[src/rtl/ctrl_pkg.sv]
// Shared control-path definitions: opcodes, ALU op codes and the per-stage control bundle.
// Purely declarative; no timing or flow control of its own.
package ctrl_pkg;

    localparam logic [6:0] OPC_RTYPE  = 7'b0110011;
    localparam logic [6:0] OPC_ITYPE  = 7'b0010011;
    localparam logic [6:0] OPC_LOAD   = 7'b0000011;
    localparam logic [6:0] OPC_STORE  = 7'b0100011;
    localparam logic [6:0] OPC_BRANCH = 7'b1100011;
    localparam logic [6:0] OPC_JAL    = 7'b1101111;

    localparam logic [6:0] FUNCT7_MUL = 7'b0000001;

    localparam logic [1:0] ALU_ADD   = 2'b00;
    localparam logic [1:0] ALU_SUB   = 2'b01;
    localparam logic [1:0] ALU_RTYPE = 2'b10;
    localparam logic [1:0] ALU_MUL   = 2'b11;

    typedef struct packed {
        logic [1:0] alu_op;
        logic       alu_src;
        logic       branch;
        logic       jump;
        logic       mem_read;
        logic       mem_write;
        logic       mem_2_reg;
        logic       reg_write;
        logic [4:0] rd;
    } ctrl_t;

    localparam ctrl_t BUBBLE = '0;

    // Only a MUL carries the MUL ALU op, so the op code alone identifies it.
    function automatic logic is_mul(input ctrl_t c);
        return c.alu_op == ALU_MUL;
    endfunction

endpackage

[src/rtl/control_decode.sv]
// ID-stage decoder: opcode/funct7/valid to control bundle plus register-use flags.
// Combinational, zero latency; no flow control.
module control_decode
    import ctrl_pkg::*;
#(
    parameter bit ENABLE_MUL = 1'b1
) (
    input  logic       valid,
    input  logic [6:0] opcode,
    input  logic [6:0] funct7,
    input  logic [4:0] rd,
    output ctrl_t      ctrl,
    output logic       rs1_used,
    output logic       rs2_used
);

    logic known;

    always_comb begin
        ctrl     = BUBBLE;
        rs1_used = 1'b0;
        rs2_used = 1'b0;
        known    = 1'b0;
        if (valid) begin
            known = 1'b1;
            case (opcode)
                OPC_RTYPE: begin
                    ctrl.alu_op    = (ENABLE_MUL && funct7 == FUNCT7_MUL) ? ALU_MUL : ALU_RTYPE;
                    ctrl.reg_write = 1'b1;
                    rs1_used       = 1'b1;
                    rs2_used       = 1'b1;
                end
                OPC_ITYPE: begin
                    ctrl.alu_src   = 1'b1;
                    ctrl.reg_write = 1'b1;
                    rs1_used       = 1'b1;
                end
                OPC_LOAD: begin
                    ctrl.alu_src   = 1'b1;
                    ctrl.mem_read  = 1'b1;
                    ctrl.mem_2_reg = 1'b1;
                    ctrl.reg_write = 1'b1;
                    rs1_used       = 1'b1;
                end
                OPC_STORE: begin
                    ctrl.alu_src   = 1'b1;
                    ctrl.mem_write = 1'b1;
                    rs1_used       = 1'b1;
                    rs2_used       = 1'b1;
                end
                OPC_BRANCH: begin
                    ctrl.branch = 1'b1;
                    ctrl.alu_op = ALU_SUB;
                    rs1_used    = 1'b1;
                    rs2_used    = 1'b1;
                end
                OPC_JAL: begin
                    ctrl.jump = 1'b1;
                end
                default: known = 1'b0;
            endcase
            if (known) begin
                ctrl.rd = rd;
            end
        end
    end

endmodule

[src/rtl/control_pipe.sv]
// Pipelined control unit: decodes ID and carries control through ID/EX, EX/MEM, MEM/WB.
// One cycle per stage; load-use, multi-cycle MUL stalls and branch/jump flushes via pc_write/if_id_write/if_flush.
module control_pipe
    import ctrl_pkg::*;
#(
    parameter int MUL_LATENCY = 3,
    parameter int ENABLE_MUL  = 1
) (
    input  logic       clk,
    input  logic       rst,
    input  logic       id_valid,
    input  logic [6:0] id_opcode,
    input  logic [6:0] id_funct7,
    input  logic [4:0] id_rs1,
    input  logic [4:0] id_rs2,
    input  logic [4:0] id_rd,
    input  logic       ex_branch_taken,
    output logic [1:0] ex_alu_op,
    output logic       ex_alu_src,
    output logic       ex_branch,
    output logic       ex_jump,
    output logic [4:0] ex_rd,
    output logic       mem_mem_read,
    output logic       mem_mem_write,
    output logic       wb_reg_write,
    output logic       wb_mem_2_reg,
    output logic [4:0] wb_rd,
    output logic       pc_write,
    output logic       if_id_write,
    output logic       if_flush,
    output logic       mul_busy
);

    localparam logic [3:0] MUL_CNT_INIT = 4'(MUL_LATENCY - 1);

    ctrl_t      dec;
    ctrl_t      id_ex;
    ctrl_t      ex_mem;
    ctrl_t      mem_wb;
    logic       rs1_used;
    logic       rs2_used;
    logic [3:0] mul_cnt;
    logic       br_flush;
    logic       mul_stall;
    logic       load_use;
    logic       hold;

    control_decode #(
        .ENABLE_MUL (ENABLE_MUL != 0)
    ) u_decode (
        .valid    (id_valid),
        .opcode   (id_opcode),
        .funct7   (id_funct7),
        .rd       (id_rd),
        .ctrl     (dec),
        .rs1_used (rs1_used),
        .rs2_used (rs2_used)
    );

    assign br_flush  = id_ex.branch & ex_branch_taken;
    assign mul_stall = (mul_cnt != 4'd0);
    assign load_use  = id_ex.mem_read && (id_ex.rd != 5'd0) &&
                       ((rs1_used && (id_ex.rd == id_rs1)) ||
                        (rs2_used && (id_ex.rd == id_rs2)));

    // A taken branch discards whatever is in ID, so it overrides any stall request.
    assign hold = !br_flush && (mul_stall || load_use);

    assign pc_write    = rst || !hold;
    assign if_id_write = rst || !hold;
    assign if_flush    = !rst && (br_flush || (!mul_stall && !load_use && dec.jump));
    assign mul_busy    = !rst && mul_stall;

    always_ff @(posedge clk) begin
        if (rst) begin
            id_ex   <= BUBBLE;
            ex_mem  <= BUBBLE;
            mem_wb  <= BUBBLE;
            mul_cnt <= 4'd0;
        end else begin
            mem_wb <= ex_mem;
            if (br_flush) begin
                id_ex  <= BUBBLE;
                ex_mem <= id_ex;
            end else if (mul_stall) begin
                ex_mem  <= BUBBLE;
                mul_cnt <= mul_cnt - 4'd1;
            end else if (load_use) begin
                id_ex  <= BUBBLE;
                ex_mem <= id_ex;
            end else begin
                id_ex  <= dec;
                ex_mem <= id_ex;
                if (is_mul(dec)) begin
                    mul_cnt <= MUL_CNT_INIT;
                end
            end
        end
    end

    assign ex_alu_op     = id_ex.alu_op;
    assign ex_alu_src    = id_ex.alu_src;
    assign ex_branch     = id_ex.branch;
    assign ex_jump       = id_ex.jump;
    assign ex_rd         = id_ex.rd;
    assign mem_mem_read  = ex_mem.mem_read;
    assign mem_mem_write = ex_mem.mem_write;
    assign wb_reg_write  = mem_wb.reg_write;
    assign wb_mem_2_reg  = mem_wb.mem_2_reg;
    assign wb_rd         = mem_wb.rd;

    // Late-stage fields that only ride along to keep the bundle uniform.
    logic unused_fields;
    assign unused_fields = ^{ex_mem.alu_op, ex_mem.alu_src, ex_mem.branch, ex_mem.jump,
                             mem_wb.alu_op, mem_wb.alu_src, mem_wb.branch, mem_wb.jump,
                             mem_wb.mem_read, mem_wb.mem_write};

endmodule

[config.mk]
export PLATFORM = sky130hd
export DESIGN_NAME = control_pipe
export DESIGN_NICKNAME = d
export VERILOG_FILES = /design/src/rtl/ctrl_pkg.sv /design/src/rtl/control_decode.sv /design/src/rtl/control_pipe.sv
export SDC_FILE = /design/constraint.sdc
export NUM_CORES = 1
export LEC_CHECK = 0
export CORE_ASPECT_RATIO = 1.1
export CORE_UTILIZATION = 39
export DETAILED_ROUTE_END_ITERATION = 8
export PLACE_DENSITY = 0.87
export RECOVER_POWER = 50
export SYNTH_ARGS = -nofsm -noshare
export SYNTH_HDL_FRONTEND = slang
export SYNTH_SLANG_ARGS = --single-unit
[constraint.sdc]
create_clock -name clk -period 2.07 [get_ports clk]
set_input_delay 0.5175 -clock clk [delete_from_list [all_inputs] [get_ports clk]]
set_output_delay 0.5175 -clock clk [all_outputs]
set_load 0.01 [all_outputs]
==> key figures, run 1 <==
Status
  – Outcome: finished with violations
  – Failing checks: setup timing

Worst setup path
  – R2r worst-path depth: 8
  – Worst EP arrival: 1.81 ns
  – CP max FO: 4
  – CP Class: input pin to primary output
  – Startpoint Class: input pin
  – CP endpoint kind: primary output
  – Reg2reg end: id_ex[5]
  – Worst endpoint required time: 1.55 ns
  – RR Startpoint: ex_rd[4]
  – R2R setup slack: 0.06 ns

Timing
  – Worst slew pin tran: 0.519 ns
  – Setup Viol. Count Final: 3
  – Clock skew: 0.00783 ns
  – Post-route setup slack: -0.261 ns
  – Final TNS setup: -0.652 ns
  – Max Fclk: 429 MHz
  – Tmin final: 2.33 ns
  – RSZ-0062 raised after global routing: yes
  – Final cycle utilization of the critical path: 113%
  – Final hold slack: 0.444 ns
  – Final hold vios: 0
  – Slew Viols, Final: 0
  – Worst slew margin: 65.4%

Min path
  – Worst Hold End: wb_rd[2]
  – Hold Path Stages: 1
  – Hold crit path type: flip-flop to flip-flop
  – Hold_sp: ex_mem[2]

Yosys
  – Syn_area_per_cell: 8.93 µm²
  – Main synth FF type: dfxtp_1
  – FFs w/ async S/R, synth: 0%
  – Mapped Area: 0.00146 mm²
  – Cells after Synth: 164
  – Synthesized flop and latch total: 32
  – Post-synth EDFFs: 0
  – Net count after synthesis: 198
  – Synth warn: 0
  – Synth unique cells: 40
  – Register area share after synthesis: 43.8%

Floorplanning
  – Rows: 22
  – Die Y: 66.3 µm
  – Initial cell density of the core: 42.2%
  – # IOs: 56
  – DIE WIDTH: 60.4 µm
  – Die ar.: 0.00400 mm²
  – Core area: 0.00347 mm²

Power
  – Cell-internal power: 1.16 mW
  – Maximum VDD drop: 460 µV
  – Reg power frac: 37.4%
  – Leakage power: 1.07 nW
  – Cell Pwr Density: 714 mW/mm²
  – Sw power: 637 µW
  – Sw frac: 35.4%
  – Pwr Total: 1.80 mW
  – Combinational Power Share: 43.0%
  – Clk network pwr share: 19.6%

CTS
  – Num CTS Buffers: 5
  – Clock insertion delay at the later pin of the skew report: 0.34 ns
  – H-tree Lvls: 2
  – Clock transition at the registers of the reported paths: 0.10 ns
  – Max Root-Sink Buffers: 2
  – CTS root buf: clkbuf_4
  – Clk sinks: 32
  – TritonCTS clock tree: yes

Layout
  – Max reg flops: 6
  – Layout cells sized above 1: 35.1%
  – Biggest register: ex_mem
  – Ant diodes: 0
  – Layout area overhead: 72.0%
  – # nets final: 292

Placed design
  – Pre-CTS setup slack: -0.907 ns
  – Dpl hpwl: 2.77 mm
  – Final Wtd Congestion: 0.864
  – Port bufs: 55

Route
  – Avg WL per Cell: 13.7 µm
  – Post-route DRC: 0
  – DR vias: 1558
  – DR pass1 iterations: 4
  – Antenna viol nets, final: 0
  – Drt first-iter violations: 40
  – Routed wire length: 4.20 mm
  – Mean number of vias per cell: 5.07

Global routing
  – Antenna violations before repair: 0
  – Grt total ovfl: 0
  – Gr usage total: 22.5%
  – First-pass GRT wire length: 6.66 mm
  – Largest net degree at the start of global routing: 17
  – Vias in the first global route: 1509

Job
  – Max-Cap Viols: 0
## worst max-delay path: stages
cell and delay (ns):
dlygate4sd2_1 0.26, and2b_2 0.26, nand4_1 0.15, or3_4 0.36, o22ai_2 0.11, buf_2 0.15
## routing by layer
metal  track usage (%)  wire length [µm]  vias up
met5                 0                 0        -
met4              9.09               102        0
met3              5.28               224       10
met2              40.5              2230       68
met1              24.8              1640      733
li1                  -                 -      747
## synth_stat cells, types with 2 or more instances
library cell / instances / share of area, %
a21oi_1: 4 / 1.4
a31o_2: 2 / 1.2
and2_1: 8 / 3.4
buf_4: 8 / 4.1
dfxtp_1: 32 / 44
inv_1: 4 / 1.0
nand2_1: 26 / 6.7
nand3_1: 6 / 2.1
nand4_1: 2 / 0.85
nor2_1: 8 / 2.1
nor2b_1: 7 / 3.0
nor3_1: 4 / 1.4
nor4_1: 4 / 1.7
o21ai_0: 6 / 2.1
o31ai_1: 6 / 3.1
o41ai_1: 3 / 1.8
or3_1: 2 / 0.85
or4_1: 2 / 1.0
xnor2_1: 6 / 3.6
xor2_1: 4 / 2.4
## power groups by stage
stage / Combinational (mW) / Sequential [mW] / Clock [mW]
after floorplan: 0.400 / 0.688 / 0
after global placement: 0.670 / 0.688 / 0
after detailed placement: 0.686 / 0.688 / 0
after CTS: 0.783 / 0.673 / 0.350
after global routing: 0.839 / 0.678 / 0.386
final: 0.772 / 0.673 / 0.352
## placed cells by master (no fill, tap or decap), drive strengths merged, types with 2 or more instances in the layout
cell	count
a21oi	4
a31o	2
and2	10
buf	44
clkbuf	8
clkdlybuf4s50	23
clkinv	3
dfxtp	32
dlygate4sd2	18
dlygate4sd3	9
inv	4
nand2	27
nand2b	2
nand3	6
nand4	2
nor2	9
nor2b	7
nor3	4
nor4	4
o21ai	7
o31ai	6
o41ai	3
or3	2
or4	3
xnor2	6
xor2	4
## kinds of logic (layout without fill, tap and decap cells)
logic type | Yosys count | in the layout | synth area share (%)
buf+inv | 15 | 110 | 7.01
compound gates | 26 | 26 | 12.1
xor+xnor | 10 | 10 | 5.98
fa+ha+maj | 1 | 1 | 0.855
simple gates | 80 | 80 | 30.3
flops | 32 | 32 | 43.8
## metrics by stage
step                std cells  instance area, µm²  utilization, %
CTS                       305                2480            71.4
finish                    307                2520            72.6
detailed placement        293                2290            66.1
floorplan                 164                1490               -
global placement          293                2290            66.1
global route              307                2520            72.6
## how the worst max path moves through the flow
stage / end / slack, ns / startpoint / cells past startpoint
after floorplan: pc_write / -0.005 / id_opcode[3] / 8
after global placement: if_flush / -0.84 / id_opcode[4] / 8
after detailed placement: if_flush / -0.91 / id_opcode[4] / 8
after CTS: if_flush / -0.22 / ex_rd[4] / 7
after global routing: if_flush / -0.32 / ex_rd[4] / 7
final: if_flush / -0.26 / id_opcode[4] / 6
## final cells by class
cell class | count | area [µm²]
fill | 263 | 951
multi-input combinational | 117 | 893
timing repair buffer | 98 | 843
sequential | 32 | 649
tap | 48 | 60.1
clock buffer | 5 | 37.5
clock inverter | 3 | 18.8
inverter | 4 | 15.0
## what timing repair did
action	in CTS	in global routing
pin swaps	18	7
setup buffers	5	2
hold buffers	0	0
endpoints found under the hold margin	0	0
endpoints found under the setup margin	6	17
resized for setup	59	12
(Power assumes the default switching activity.)
==> inputs of run 2 (changes only) <==
--- a/config.mk
+++ b/config.mk
@@ -8,6 +8,7 @@
 export CORE_ASPECT_RATIO = 1.1
 export CORE_UTILIZATION = 39
 export DETAILED_ROUTE_END_ITERATION = 8
+export MAX_ROUTING_LAYER = met4
 export PLACE_DENSITY = 0.87
 export RECOVER_POWER = 50
 export SYNTH_ARGS = -nofsm -noshare
==> constraint.sdc (replaced) <==
create_clock -name clk -period 2.07 [get_ports clk]
set_input_delay 0.5175 -clock clk [delete_from_list [all_inputs] [get_ports clk]]
set_output_delay 0.5175 -clock clk [all_outputs]
set_load 0.05 [all_outputs]
==> run 2 against run 1 <==
  * The flow still finishes with violations (setup timing)
  * Final cell count shrank 1.6%
  * Sequential power rose by 2%
  * Sequential share of layout area is 0.16 points lower
  * Combinational power rose by 19%
==> key figures, run 2 (synthesis results as in run 1) <==
Global routing
  – Antenna violations before repair: 1 (was 0)
  – Gr usage total: 21.8% (was 22.5%)
  – Largest net degree at the start of global routing: 14 (was 17)
  – First-pass GRT wire length: 6.24 mm (was 6.66 mm)
  – Vias in the first global route: 1424 (was 1509)
  – Grt total ovfl: 0 (unchanged)

Worst setup path
  – Worst EP arrival: 1.90 ns (was 1.81 ns)
  – CP Class: flip-flop to primary output (was input pin to primary output)
  – R2R setup slack: 0.16 ns (was 0.06 ns)
  – R2r worst-path depth: 7 (was 8)
  – Worst endpoint required time: 1.55 ns (about the same)
  – CP max FO: 4 (unchanged)
  – Startpoint Class: flip-flop (was input pin)
  – CP endpoint kind: primary output (unchanged)

Placed design
  – Final Wtd Congestion: 0.896 (was 0.864)
  – Area post-placement: 0.00230 mm² (was 0.00229 mm²)
  – Dpl hpwl: 2.78 mm (was 2.77 mm)
  – Pre-CTS setup slack: -0.527 ns (was -0.907 ns)
  – Port bufs: 55 (unchanged)

Layout
  – Layout area overhead: 72.7% (was 72.0%)
  – # nets final: 286 (was 292)
  – Post-route cell area: 0.00253 mm² (was 0.00252 mm²)
  – Most common cell after layout, fill and taps aside: buf_4 (unchanged)
  – Biggest register: ex_mem (unchanged)
  – Most frequent cells in the layout: buf_4, clkdlybuf4s50_1, dfxtp_1 (was buf_4, dfxtp_1, nand2_1)
  – Layout cells sized above 1: 35.2% (was 35.1%)
  – Max reg flops: 6 (unchanged)

CTS
  – H-tree Lvls: 2 (unchanged)
  – TritonCTS clock tree: yes (unchanged)
  – Hold_buf cts: 0 (unchanged)
  – Max Root-Sink Buffers: 2 (unchanged)
  – Clk sinks: 32 (unchanged)
  – CTS root buf: clkbuf_4 (unchanged)
  – Clock insertion delay at the later pin of the skew report: 0.33 ns (was 0.34 ns)
  – Clock transition at the registers of the reported paths: 0.11 ns (was 0.10 ns)
  – Num CTS Buffers: 5 (unchanged)

Route
  – Routed wire length: 3.95 mm (was 4.20 mm)
  – Metal3 WL: 167 µm (was 224 µm)
  – DR vias: 1456 (was 1558)
  – Antenna viol nets, final: 0 (unchanged)
  – Drt first-iter violations: 48 (was 40)
  – DR pass1 iterations: 4 (unchanged)
  – Highest metal used: met4 (unchanged)
  – Met2 WL post-DR: 2.04 mm (was 2.23 mm)
  – Avg WL per Cell: 13.1 µm (was 13.7 µm)
  – Met1 WL: 1.66 mm (was 1.64 mm)
  – Post-route DRC: 0 (unchanged)
  – Mean number of vias per cell: 4.82 (was 5.07)

Power
  – Cell-internal power: 1.41 mW (was 1.16 mW)
  – Maximum VDD drop: 493 µV (was 460 µV)
  – Pwr Total: 2.14 mW (was 1.80 mW)
  – Leakage power: 1.02 nW (was 1.07 nW)
  – Sw power: 731 µW (was 637 µW)
  – Reg power frac: 32.1% (was 37.4%)
  – Combinational Power Share: 42.7% (was 43.0%)
  – Clk network pwr share: 25.2% (was 19.6%)
  – Sw frac: 34.1% (was 35.4%)
  – Cell Pwr Density: 847 mW/mm² (was 714 mW/mm²)

Status
  – Failing checks: setup timing (unchanged)
  – Outcome: finished with violations (unchanged)

Timing
  – Final hold vios: 0 (unchanged)
  – Worst slew pin tran: 0.609 ns (was 0.519 ns)
  – Slew Viols, Final: 0 (unchanged)
  – Setup Viol. Count Final: 4 (was 3)
  – Clock skew: 0.0129 ns (was 0.00783 ns)
  – Tmin final: 2.42 ns (was 2.33 ns)
  – Final cycle utilization of the critical path: 117% (was 113%)
  – Final hold slack: 0.448 ns (was 0.444 ns)
  – Post-route setup slack: -0.349 ns (was -0.261 ns)
  – Max Fclk: 413 MHz (was 429 MHz)
  – Worst slew margin: 59.6% (was 65.4%)
  – RSZ-0062 raised after global routing: yes (unchanged)

Floorplanning
  – Core area: 0.00347 mm² (unchanged)
  – # IOs: 56 (unchanged)
  – Die Y: 66.3 µm (unchanged)
  – Initial cell density of the core: 42.2% (unchanged)
  – Die ar.: 0.00400 mm² (unchanged)
  – DIE WIDTH: 60.4 µm (unchanged)
  – Rows: 22 (unchanged)

Min path
  – Hold Path Stages: 1 (unchanged)
  – Hold crit path type: flip-flop to flip-flop (unchanged)

Job
  – Max-Cap Viols: 0 (unchanged)
==> run 2: layer usage <==
metal / vias to the layer above / global-route usage (%)
met1: 659 / 24.1
met4: 0 / 10.2
li1: 742 / -
met2: 48 / 37.4
met5: - / -
met3: 7 / 3.91
==> run 2: path summary, 6_finish.rpt <==
kind	start	to
setup reg to reg	ex_rd[4]	ex_alu_op[1]
setup / recovery	ex_rd[4]	if_flush
hold / removal	ex_mem[3]	wb_rd[3]
hold reg to reg	ex_mem[3]	wb_rd[3]
==> run 2: worst max-delay path, stage by stage, from the launching register on <==
cell     delay, ns
dfxtp_2       0.36
or4_4         0.54
nor2_4        0.13
nor3_4        0.06
o21ai_4       0.07
nand2_4       0.10
o22ai_4       0.15
buf_12        0.16
==> run 2: area by class of cell <==
type,instances,area (µm²)
Antenna cell,1,2.50
Fill cell,274,940
Multi-Input combinational cell,117,888
Timing Repair Buffer,92,820
Clock inverter,1,30.0
Clock buffer,7,65.1
Sequential cell,32,648
Tap cell,48,60.1
Inverter,4,15.0
==> run 2: stage by stage <==
stage / cells / setup TNS (ns) / util [%]
floorplan: 164 / -0.141 / -
finish: 302 / -0.953 / 72.9
detailed placement: 289 / -5.76 / 66.5
CTS: 298 / -0.894 / 71.2
global placement: 289 / -5.33 / 66.5
global route: 302 / -1.26 / 72.9
==> run 2: power by group through the flow <==
stage               logic [mW]  clock network [mW]  registers (mW)
floorplan                0.527                   0           0.690
global placement         0.810                   0           0.691
detailed placement       0.824                   0           0.693
CTS                      0.829               0.545           0.679
global route             0.987               0.574           0.690
finish                   0.915               0.539           0.687
==> run 2: timing repair <==
item | 4_1_cts | 5_1_grt
gates resized for setup | 39 | 14
endpoints found under the setup margin | 5 | 17
buffers inserted | 2 | 3
pin swaps | 11 | 4
==> inputs of run 3 (changes only) <==
--- a/config.mk
+++ b/config.mk
@@ -6,10 +6,10 @@
 export NUM_CORES = 1
 export LEC_CHECK = 0
 export CORE_ASPECT_RATIO = 1.1
-export CORE_UTILIZATION = 39
+export CORE_UTILIZATION = 46
 export DETAILED_ROUTE_END_ITERATION = 8
 export MAX_ROUTING_LAYER = met4
-export PLACE_DENSITY = 0.87
+export PLACE_DENSITY = 0.95
 export RECOVER_POWER = 50
 export SYNTH_ARGS = -nofsm -noshare
 export SYNTH_HDL_FRONTEND = slang
==> constraint.sdc (replaced) <==
create_clock -name clk -period 3 [get_ports clk]
set_input_delay 0.75 -clock clk [delete_from_list [all_inputs] [get_ports clk]]
set_output_delay 0.75 -clock clk [all_outputs]
set_load 0.05 [all_outputs]
==> run 3 against run 2 <==
  * Via count down 1.0%
  * The run still ends with setup timing left
  * Highest routed layer unchanged
  * Clock skew fell by 0.0012 ns
  * Sequential cell count is the same
  * Largest cell class unchanged
  * Routed wire length decreased by 7.5%
  * First-iteration DRC count grew 27%
  * Critical path depth increased by 1
  * Worst setup slack improved by 0.34 ns
  * Critical path type is now input pin to primary output
==> key figures, run 3 (synthesis results as in run 1) <==
Worst setup path
  – Worst path cell trace: clkdlybuf4s50_1 > xor2_1 > nor3_2 > buf_4 > o21ai_2 > nand2_4 > o22ai_4 > buf_6 (was or4_4 > nor2_4 > nor3_4 > o21ai_4 > nand2_4 > o22ai_4 > buf_12)
  – Reg2reg end: ex_rd[2] (was ex_alu_op[1])
  – R2R setup slack: 0.90 ns (was 0.16 ns)
  – CP endpoint kind: primary output (unchanged)
  – Sum of buffers and inverters on the critical path: 3 (was 1)
  – RR Startpoint: ex_rd[4] (unchanged)
  – R2r worst-path depth: 9 (was 7)
  – Slowest cell delay on critical path: 0.47 ns (was 0.54 ns)
  – Worst EP arrival: 2.25 ns (was 1.90 ns)
  – Startpoint Class: input pin (was flip-flop)
  – CP max stage cell: clkdlybuf4s50_1 (was or4_4)
  – Delay-heaviest family, CP: buffers and inverters (was simple AND/OR/NAND/NOR gates)
  – Worst endpoint required time: 2.25 ns (was 1.55 ns)
  – CP max FO: 4 (unchanged)
  – CP Class: input pin to primary output (was flip-flop to primary output)

Floorplanning
  – # IOs: 56 (unchanged)
  – Core area: 0.00305 mm² (was 0.00347 mm²)
  – Rows: 21 (was 22)
  – Die Y: 61.2 µm (was 66.3 µm)
  – DIE WIDTH: 55.8 µm (was 60.4 µm)
  – Initial cell density of the core: 48.0% (was 42.2%)
  – Die ar.: 0.00341 mm² (was 0.00400 mm²)

Route
  – Routed wire length: 3.65 mm (was 3.95 mm)
  – Drt first-iter violations: 61 (was 48)
  – Antenna viol nets, final: 0 (unchanged)
  – Post-route DRC: 0 (unchanged)
  – Avg WL per Cell: 13.6 µm (was 13.1 µm)
  – Mean number of vias per cell: 5.36 (was 4.82)
  – DR pass1 iterations: 4 (unchanged)
  – DR vias: 1441 (was 1456)

CTS
  – Clock insertion delay at the later pin of the skew report: 0.33 ns (about the same)
  – H-tree Lvls: 2 (unchanged)
  – CTS root buf: clkbuf_4 (unchanged)
  – TritonCTS clock tree: yes (unchanged)
  – Clk sinks: 32 (unchanged)
  – Max Root-Sink Buffers: 2 (unchanged)
  – Clock transition at the registers of the reported paths: 0.09 ns (was 0.11 ns)
  – Num CTS Buffers: 5 (unchanged)
  – Hold_buf cts: 0 (unchanged)

Timing
  – Final hold slack: 0.457 ns (was 0.448 ns)
  – Tmin final: 3.00 ns
  – Slew Viols, Final: 0 (unchanged)
  – Worst slew pin tran: 0.847 ns (was 0.609 ns)
  – Final hold vios: 0 (unchanged)
  – Post-route setup slack: -0.00460 ns (was -0.349 ns)
  – Worst slew margin: 43.3% (was 59.6%)
  – Max Fclk: 333 MHz
  – Setup Viol. Count Final: 1 (was 4)
  – Final TNS setup: -0.00460 ns (was -0.953 ns)
  – Final cycle utilization of the critical path: 100%
  – Clock skew: 0.0117 ns (was 0.0129 ns)
  – RSZ-0062 raised after global routing: yes (unchanged)

Job
  – Max-Cap Viols: 0 (unchanged)

Placed design
  – Port bufs: 55 (unchanged)
  – Final Wtd Congestion: 0.894 (was 0.896)
  – Dpl hpwl: 2.47 mm (was 2.78 mm)

Status
  – Failing checks: setup timing (unchanged)
  – Outcome: finished with violations (unchanged)

Layout
  – Max reg flops: 6 (unchanged)
  – Most frequent cells in the layout: clkdlybuf4s50_1, dfxtp_1, nand2_1 (was buf_4, clkdlybuf4s50_1, dfxtp_1)
  – Layout area overhead: 53.3% (was 72.7%)
  – Most common cell after layout, fill and taps aside: clkdlybuf4s50_1 (was buf_4)
  – Area of the multi-input gates: 769 µm² (was 888 µm²)
  – Biggest register: ex_mem (unchanged)
  – Ant diodes: 0 (was 1)
  – # nets final: 268 (was 286)
  – Layout cells sized above 1: 20.9% (was 35.2%)
  – FF+latch area: 641 µm² (was 648 µm²)
  – FILL cells: 212 (was 274)

Min path
  – Hold crit path type: flip-flop to flip-flop (unchanged)
  – Hold Path Stages: 1 (unchanged)
  – Worst Hold End: wb_rd[3] (unchanged)
  – Hold_sp: ex_mem[3] (unchanged)

Global routing
  – Gr usage total: 22.8% (was 21.8%)
  – Antenna violations before repair: 0 (was 1)
  – Vias in the first global route: 1321 (was 1424)
  – Largest net degree at the start of global routing: 17 (was 14)
  – First-pass GRT wire length: 5.69 mm (was 6.24 mm)
  – Grt total ovfl: 0 (unchanged)

Power
  – Pwr Total: 1.27 mW (was 2.14 mW)
  – Cell Pwr Density: 564 mW/mm² (was 847 mW/mm²)
  – Maximum VDD drop: 461 µV (was 493 µV)
  – Leakage power: 0.889 nW (was 1.02 nW)
[run 3: changes by cell type in the layout (fill, tap and decap cells not counted), moves of 5 or more]
cell and delta:
buf_4 -17, clkbuf_1 -5, clkdlybuf4s50_1 +14, dfxtp_1 +6, dfxtp_2 -6, dlygate4sd2_1 -7
[run 3: area by class of cell]
cell class              instances  area share, %
multi-input cells             117           34.3
repair buffers                 74           31.9
flip-flops and latches         32           28.5
clock buffers                   6           2.29
well taps                      34           1.90
inverters                       4          0.669
clock inverters                 2          0.446
[run 3: report_power, final]
part	switching (mW)	total, mW	internal (mW)
Clock	0.142	0.253	0.111
Sequential	0.0225	0.470	0.447
Combinational	0.301	0.543	0.242
[run 3: worst max path at each step]
stage / cells after the start / endpoint / startpoint / slack, ns
2_1_floorplan: 8 / pc_write / id_opcode[2] / 0.1
3_3_place_gp: 9 / if_flush / id_opcode[5] / -0.07
3_5_place_dp: 9 / if_flush / id_opcode[5] / -0.13
4_1_cts: 9 / if_flush / id_rs1[4] / 0.02
5_1_grt: 8 / if_flush / id_rs1[0] / -0.08
6_report: 8 / if_flush / id_rs1[0] / -0.005
[run 3: through the flow]
step | utilization, % | worst slack [ns] | instance area [µm²] | std cells
floorplan | - | 0.0976 | 1470 | 164
global placement | 68.4 | -0.0679 | 2090 | 256
detailed placement | 68.4 | -0.127 | 2090 | 256
CTS | 72.4 | 0.0209 | 2210 | 267
global route | 73.6 | -0.0760 | 2240 | 269
finish | 73.6 | -0.00460 | 2240 | 269
[run 3: timing repair]
action,CTS,global route
setup buffers,3,2
resized for setup,17,5
pin swaps,3,7
endpoints found under the setup margin,3,3
[run 3: layer usage]
| metal | share of wire, % | up-vias | track usage, % |
|---|---|---|---|
| met5 | 0 | - | - |
| met3 | 6.8 | 6 | 5.25 |
| li1 | - | 702 | - |
| met2 | 53 | 70 | 40.6 |
| met4 | 1.7 | 0 | 13.6 |
| met1 | 38 | 663 | 23.5 |
